`config.mk`:
```
export PLATFORM = sky130hd
export DESIGN_NAME = frame_parser
export DESIGN_NICKNAME = d
export VERILOG_FILES = /design/src/rtl/frame_parser.sv
export SDC_FILE = /design/constraint.sdc
export NUM_CORES = 1
export LEC_CHECK = 0
export ABC_CLOCK_PERIOD_IN_PS = 5000
export BUFFER_PORTS_ARGS = -buffer_cell sky130_fd_sc_hd__buf_4
export CORE_MARGIN = 3
export CORE_UTILIZATION = 50
export DETAILED_ROUTE_END_ITERATION = 8
export PLACE_DENSITY = 0.71
export SLEW_MARGIN = 20
export SYNTH_ARGS = -nofsm -noshare
export SYNTH_HDL_FRONTEND = slang
export SYNTH_SLANG_ARGS = --single-unit
```
`constraint.sdc`:
```
create_clock -name clk -period 5 [get_ports clk]
set_input_delay 0.5 -clock clk [delete_from_list [all_inputs] [get_ports clk]]
set_output_delay 0.5 -clock clk [all_outputs]
set_load 0.01 [all_outputs]
```
`src/rtl/frame_parser.sv`:
```
// Byte-stuffed frame parser: FLAG f0 SEP f1 ... SEP f(N-1) FLAG into N right-aligned field
// registers, with escape decoding, per-frame error pulses and a valid/ready output with overrun.
module frame_parser #(
  parameter int unsigned FIELD_NUM   = 2,
  parameter int unsigned FIELD_BYTES = 4,
  parameter logic [7:0]  FLAG        = 8'h7E,
  parameter logic [7:0]  SEP         = 8'h7F,
  parameter logic [7:0]  ESC         = 8'h7D,
  parameter logic [7:0]  ESC_XOR     = 8'h20
) (
  input  logic                               clk,
  input  logic                               rst,
  input  logic [7:0]                         in_data,
  input  logic                               in_valid,
  output logic [FIELD_NUM*FIELD_BYTES*8-1:0] out_fields,
  output logic                               out_valid,
  input  logic                               out_ready,
  output logic                               err,
  output logic [1:0]                         err_code,
  output logic                               overrun,
  output logic                               busy
);

  localparam int unsigned FW = 8 * FIELD_BYTES;
  localparam int unsigned IW = (FIELD_NUM > 1) ? $clog2(FIELD_NUM) : 1;
  localparam int unsigned CW = $clog2(FIELD_BYTES + 1);

  localparam logic [1:0] E_OVF = 2'd1;
  localparam logic [1:0] E_CNT = 2'd2;
  localparam logic [1:0] E_ESC = 2'd3;

  typedef enum logic [1:0] {S_IDLE, S_RECV, S_ESC} state_t;

  state_t          r_state, w_state_nxt;
  logic [FW-1:0]   r_work [FIELD_NUM];
  logic [FW-1:0]   w_work_nxt [FIELD_NUM];
  logic [IW-1:0]   r_idx, w_idx_nxt;
  logic [CW-1:0]   r_cnt, w_cnt_nxt;
  logic            r_any, w_any_nxt;
  logic            w_err, w_good, w_store, w_clear;
  logic [1:0]      w_code;
  logic [7:0]      w_byte;

  logic [FIELD_NUM*FW-1:0] r_out;
  logic                    r_valid, r_err, r_overrun;
  logic [1:0]              r_err_code;

  always_comb begin
    w_state_nxt = r_state;
    w_work_nxt  = r_work;
    w_idx_nxt   = r_idx;
    w_cnt_nxt   = r_cnt;
    w_any_nxt   = r_any;
    w_err       = 1'b0;
    w_code      = '0;
    w_good      = 1'b0;
    w_store     = 1'b0;
    w_clear     = 1'b0;
    w_byte      = in_data;

    if (in_valid) begin
      unique case (r_state)
        S_IDLE: begin
          if (in_data == FLAG) begin
            w_clear     = 1'b1;
            w_state_nxt = S_RECV;
          end
        end
        S_RECV: begin
          if (in_data == FLAG) begin
            // Closing flag doubles as the next opening flag, so working state always restarts.
            w_clear = 1'b1;
            if (r_any) begin
              if (r_idx == IW'(FIELD_NUM - 1)) begin
                w_good = 1'b1;
              end else begin
                w_err  = 1'b1;
                w_code = E_CNT;
              end
            end
          end else if (in_data == SEP) begin
            if (r_idx == IW'(FIELD_NUM - 1)) begin
              w_err       = 1'b1;
              w_code      = E_CNT;
              w_state_nxt = S_IDLE;
            end else begin
              w_idx_nxt = r_idx + 1'b1;
              w_cnt_nxt = '0;
              w_any_nxt = 1'b1;
            end
          end else if (in_data == ESC) begin
            w_state_nxt = S_ESC;
          end else begin
            w_store = 1'b1;
          end
        end
        S_ESC: begin
          if (in_data == FLAG) begin
            w_err       = 1'b1;
            w_code      = E_ESC;
            w_clear     = 1'b1;
            w_state_nxt = S_RECV;
          end else if (in_data == ESC) begin
            w_err       = 1'b1;
            w_code      = E_ESC;
            w_state_nxt = S_IDLE;
          end else begin
            w_byte      = in_data ^ ESC_XOR;
            w_store     = 1'b1;
            w_state_nxt = S_RECV;
          end
        end
        default: w_state_nxt = S_IDLE;
      endcase
    end

    if (w_clear) begin
      w_work_nxt = '{default: '0};
      w_idx_nxt  = '0;
      w_cnt_nxt  = '0;
      w_any_nxt  = 1'b0;
    end

    if (w_store) begin
      if (r_cnt == CW'(FIELD_BYTES)) begin
        w_err       = 1'b1;
        w_code      = E_OVF;
        w_state_nxt = S_IDLE;
      end else begin
        w_work_nxt[r_idx] = (r_work[r_idx] << 8) | FW'(w_byte);
        w_cnt_nxt         = r_cnt + 1'b1;
        w_any_nxt         = 1'b1;
      end
    end
  end

  always_ff @(posedge clk) begin
    if (rst) begin
      r_state    <= S_IDLE;
      r_work     <= '{default: '0};
      r_idx      <= '0;
      r_cnt      <= '0;
      r_any      <= 1'b0;
      r_out      <= '0;
      r_valid    <= 1'b0;
      r_err      <= 1'b0;
      r_err_code <= '0;
      r_overrun  <= 1'b0;
    end else begin
      r_state    <= w_state_nxt;
      r_work     <= w_work_nxt;
      r_idx      <= w_idx_nxt;
      r_cnt      <= w_cnt_nxt;
      r_any      <= w_any_nxt;
      r_err      <= w_err;
      r_err_code <= w_code;
      r_overrun  <= w_good && r_valid && !out_ready;
      if (w_good) begin
        for (int unsigned k = 0; k < FIELD_NUM; k++) begin
          r_out[k*FW +: FW] <= r_work[k];
        end
        r_valid <= 1'b1;
      end else if (r_valid && out_ready) begin
        r_valid <= 1'b0;
      end
    end
  end

  assign out_fields = r_out;
  assign out_valid  = r_valid;
  assign err        = r_err;
  assign err_code   = r_err_code;
  assign overrun    = r_overrun;
  assign busy       = (r_state != S_IDLE);

endmodule

```
; After elaboration in Yosys (flattened, before gate mapping)
; Index checks and enable logic that the tools add are counted.
[totals]
register_bits = 140
latchBits = 0
ram_bits = 0
rom_bits = 0
inputBits = 12
output_inout_bits = 70
word_cells = 114
memories = 0
[op_classes]
addsub = 2
n_mul = 0
div_mod_pow = 0
n_lt_le_gt_ge = 2
eq_ne = 6
shifts = 0
muxes = 78
bitwise_logic = 4
reduce_logical = 11
[op_table]
columns = operator, n
row1 = 2-to-1 mux 64 bit, 3
row2 = 2-to-1 mux 24 bit, 3
row3 = bitwise mux 64 bit, 1
row4 = 2-to-1 mux 2 bit, 18
row5 = 2-to-1 mux 1 bit, 35
row6 = demux 32 bit (select 1 bit), 1
row7 = 2-to-1 mux 32 bit, 1
row8 = bitwise OR 32 x 8 -> 32 bit, 1
row9 = == test 8 x 7 -> 1 bit (second input constant), 3
row10 = 2-to-1 mux 3 bit, 8
row11 = 2-to-1 mux 6 bit, 4
row12 = one-hot mux 2 bit (3 select lines), 1
row13 = logical AND 1 bit, 4
row14 = one-hot mux 1 bit (2 select lines), 2
row15 = one-hot mux 2 bit (2 select lines), 1
row16 = AND reduction 4 bit, 1
row17 = nonzero test 2 bit, 2
row18 = adder 3 x 1 -> 3 bit (second input constant), 1
row19 = == test 3 bit (second input constant), 1
row20 = OR reduction 3 bit, 1
row21 = == test 2 x 1 -> 1 bit (second input constant), 1
row22 = == test 2 bit (second input constant), 1
row23 = >= comparator 2 bit (second input constant), 1
row24 = zero test 2 bit, 1
row25 = other kinds (6), 7

; Depth between registers and ports, before layout
[logic_depth]
depth_word = 9
mapped_depth = 9

; Worst setup path before layout
; OpenSTA, ideal clock, no wires.
[synth_timing]
kind = register to register
start = register r_state[0]
end = register r_work[55] (netlist name)
t_arrival_ns = 1.873
slack_ns = 2.991
path_stages_with_launch = 9
path_buffers = 1
synth_period_minus_slack_ns = 2.009
path_cell_list = dfxtp_1 > inv_1 > ha_1 > and3_1 > o41ai_2 > nor3_1 > clkbuf_1 > nand2_1 > a21oi_1
[synth_via]
elab_chain_cells = 8
word_cells_on_any_way = 12
[synth_rtl]
columns = item, line
row1 = "start, declared", 34  ; state_t r_state, w_state_nxt;
row2 = "start signal, assigned", 150  ; r_state <= w_state_nxt;
row3 = == test 2 bit (tied with other cells), 62  ; unique case (r_state)
row4 = OR reduction 3 bit (no line), n/a
row5 = 2-to-1 mux 1 bit, n/a
row6 = 2-to-1 mux 1 bit, 61  ; if (in_valid) begin
row7 = 2-to-1 mux 64 bit, 117  ; if (w_clear) begin
row8 = bitwise mux 64 bit, 130  ; w_work_nxt[r_idx] = (r_work[r_idx] << 8) | FW'(w_byte);
row9 = 2-to-1 mux 64 bit, 125  ; if (r_cnt == CW'(FIELD_BYTES)) begin
row10 = 2-to-1 mux 64 bit *, 124  ; if (w_store) begin
row11 = "end signal, assigned", 151  ; r_work <= w_work_nxt;
row12 = "end, declared", 35  ; logic [FW-1:0] r_work [FIELD_NUM];
; Every way passes the cells marked *; elsewhere a longest branch is shown, timed or not.
; A chain may end at the register's enable or synchronous reset.

; Final worst setup path
[layout_timing]
start = register r_state[0]
end = register r_work[7] (netlist name)
; Same word-level chain as after synthesis.

==> run metrics <==
clk sink count=140; wire per inst=around 15 µm; die width=112 µm; met2 Usage GRT=0.355; fillcell total=963; final hold slack=~270 ps; Die Y=roughly 110 µm; share of Yosys cell area claimed by the top area cell type=0.500; Seq/Total Area, Yosys=0.500; antenna violations before repair=0; Yosys warnings=0; Syn-to-layout area delta=21.7%; clock share of power=0.531; GRT Max-Usage Layer=met2; area leader, netlist=dfxtp_1; Int Pwr=approximately 1.9 mW; power density cells=between 300 and 400 nW/µm²; worst vdd rail ir drop=roughly 170 µV; Net Count, Synth=around 690; Layout Cells excl Fill=880; fin crit period=between 2000 and 2500 ps; met1 Use GR=0.273; Placed Cells=about 850; GRT Total Usage=0.213; drt pass-1 iters=5; hpwl dp=8.32 mm; DR vias/cell=roughly 5.5; Startpoint Class=register; CTS Hold Bufs=0; outcome=completed; Period Utilization, post-route=0.483; EDFF count, synth=0; min-delay worst type=primary input to register; Fin. Hold Viols=0; Crit Path Class=register to register; via count=4,824; setup bufs post-CTS=0; final core area utilization=0.626; largest net degree at the start of global routing=91; GRT overflow=0; skew final=between 15 and 20 ps; CTS tree=yes; ys flop type=dfxtp_1; I/O pin total=around 80; DRC=0; slew margin rel.=0.446; RePlAce Congestion=around 0.93; global-route wire length before repair=approximately 22 mm; Cell Area, Synth=between 5000 and 6000 µm²; post-synthesis cell type count=41; Comb pwr share=0.018; most common cell after layout, fill and taps aside=nand2_1; CP required=between 5000 and 6000 ps; number of global-route vias before repair=~4,600; leading post-synthesis cells by cell area=dfxtp_1, nand2_1, a21oi_2; total CTS buffers=17; clk_lat worst skew=approximately 510 ps; asr flop ratio synth=0; num rows=38; ratio of cells with drive above 1 in the final layout=0.255; initial drt markers=roughly 420; Ant. Diodes=0; RSZ-0062 raised after global routing=false; CP Capture Type=register; Sw Share=0.213; most frequent cells in the layout=nand2_1, dfxtp_1, buf_4; pre-CTS setup slack=roughly 2300 ps; met3 global-route usage=0.0424; Worst-Margin Slew=a little over 800 ps; WP data arrival=between 2000 and 3000 ps; Pins Over Slew Limit=0; CTS resizes=0; final wirelength=around 13 mm; Root Buffer=clkbuf_8; maximum capacitance violations=0; Seq pwr share=0.451; f_max=roughly 410 MHz; Pleak=2.33 nW; IO Port Bufs=81; Clock transition at path regs=about 60 ps; H-tree lvl count=4; Cells after Synth=between 600 and 700; reg2reg setup slack=~2600 ps; Seq cells post-synth=140; Final Setup Violations=0; die area=12,500 µm²; core area=approximately 11,000 µm²; Post-DRT Antenna Nets=0; Fin Setup TNS=0 ps; Final #Nets=about 750; Crit Path Max Fanout=32; Sw Pwr=around 0.53 mW; clk buf depth=2; mean post-synth cell area=8.30 µm²; Starting Density=0.515; final worst setup slack=between 2000 and 3000 ps
final cells by class:
type | count | area [µm²] | area share
repair buffers | 85 | 642 | 0.0941
clock buffers | 17 | 414 | 0.0607
clock inverters | 15 | 209 | 0.0306
inverters | 8 | 30.0 | 0.00440
flip-flops and latches | 140 | 2800 | 0.411
well taps | 140 | 175 | 0.0257
multi-input cells | 475 | 2550 | 0.374
path summary, 6_finish.rpt:
kind / startpoint / depth (start not counted) / to
setup reg to reg: r_state[0]$_SDFF_PP0_ / 7 / r_work[7]$_SDFF_PP0_
hold / removal: out_ready / 3 / overrun$_SDFF_PP0_
setup / recovery: r_state[0]$_SDFF_PP0_ / 7 / r_work[7]$_SDFF_PP0_
hold reg to reg: out_fields[36]$_SDFFE_PP0P_ / 2 / out_fields[36]$_SDFFE_PP0P_
cell usage after synthesis, types with 4 or more instances:
cell type  count
a21oi_1       79
a21oi_2       60
buf_1          4
buf_2         12
buf_6          6
clkbuf_1      30
dfxtp_1      140
ha_1           6
inv_1          8
nand2_1      202
nand2b_1       5
nand3_1       69
nor2_1         6
nor3_1         8
critical path: stages (launching register included):
cell,delay (ps)
dfxtp_1,400
inv_1,100
ha_1,280
and3_1,230
o41a_1,460
nand3_2,510
nand3_1,160
a21oi_1,190
power by group through the flow:
stage	Sequential (mW)	Combinational (mW)	Clock, mW
final	1.12	0.0456	1.31
after global routing	1.11	0.0496	1.38
after CTS	1.12	0.0449	1.33
after detailed placement	1.14	0.0449	0
after global placement	1.14	0.0446	0
after floorplan	1.14	0.0294	0
flip-flops by register name (all words and copies together) (netlist names):
register and count:
err 1, err_code 2, out_fields 64, out_valid 1
overrun 1, r_any 1, r_cnt 3, r_idx 1
r_state 2, r_work 64
per-layer routing:
| layer | vias to the layer above | wire (µm) |
|---|---|---|
| li1 | 2388 | - |
| met2 | 137 | 6460 |
| met4 | 0 | 279 |
| met1 | 2275 | 5730 |
| met5 | - | 0 |
| met3 | 24 | 644 |
cells by family after synthesis:
| logic type | synth area share |
|---|---|
| AND/OR/NAND/NOR | 0.242 |
| AO/OA/AOI/OAI | 0.193 |
| flip-flops | 0.500 |
| buffers and inverters | 0.0509 |
| adder cells (fa/ha/maj) | 0.0134 |
through the flow:
step	instance area, µm²	total power [mW]
final	6820	2.47
after detailed placement	6180	1.19
after global routing	6820	2.55
after floorplan	5600	1.17
after CTS	6800	2.49
after global placement	6170	1.18
(Power assumes the default switching activity.)
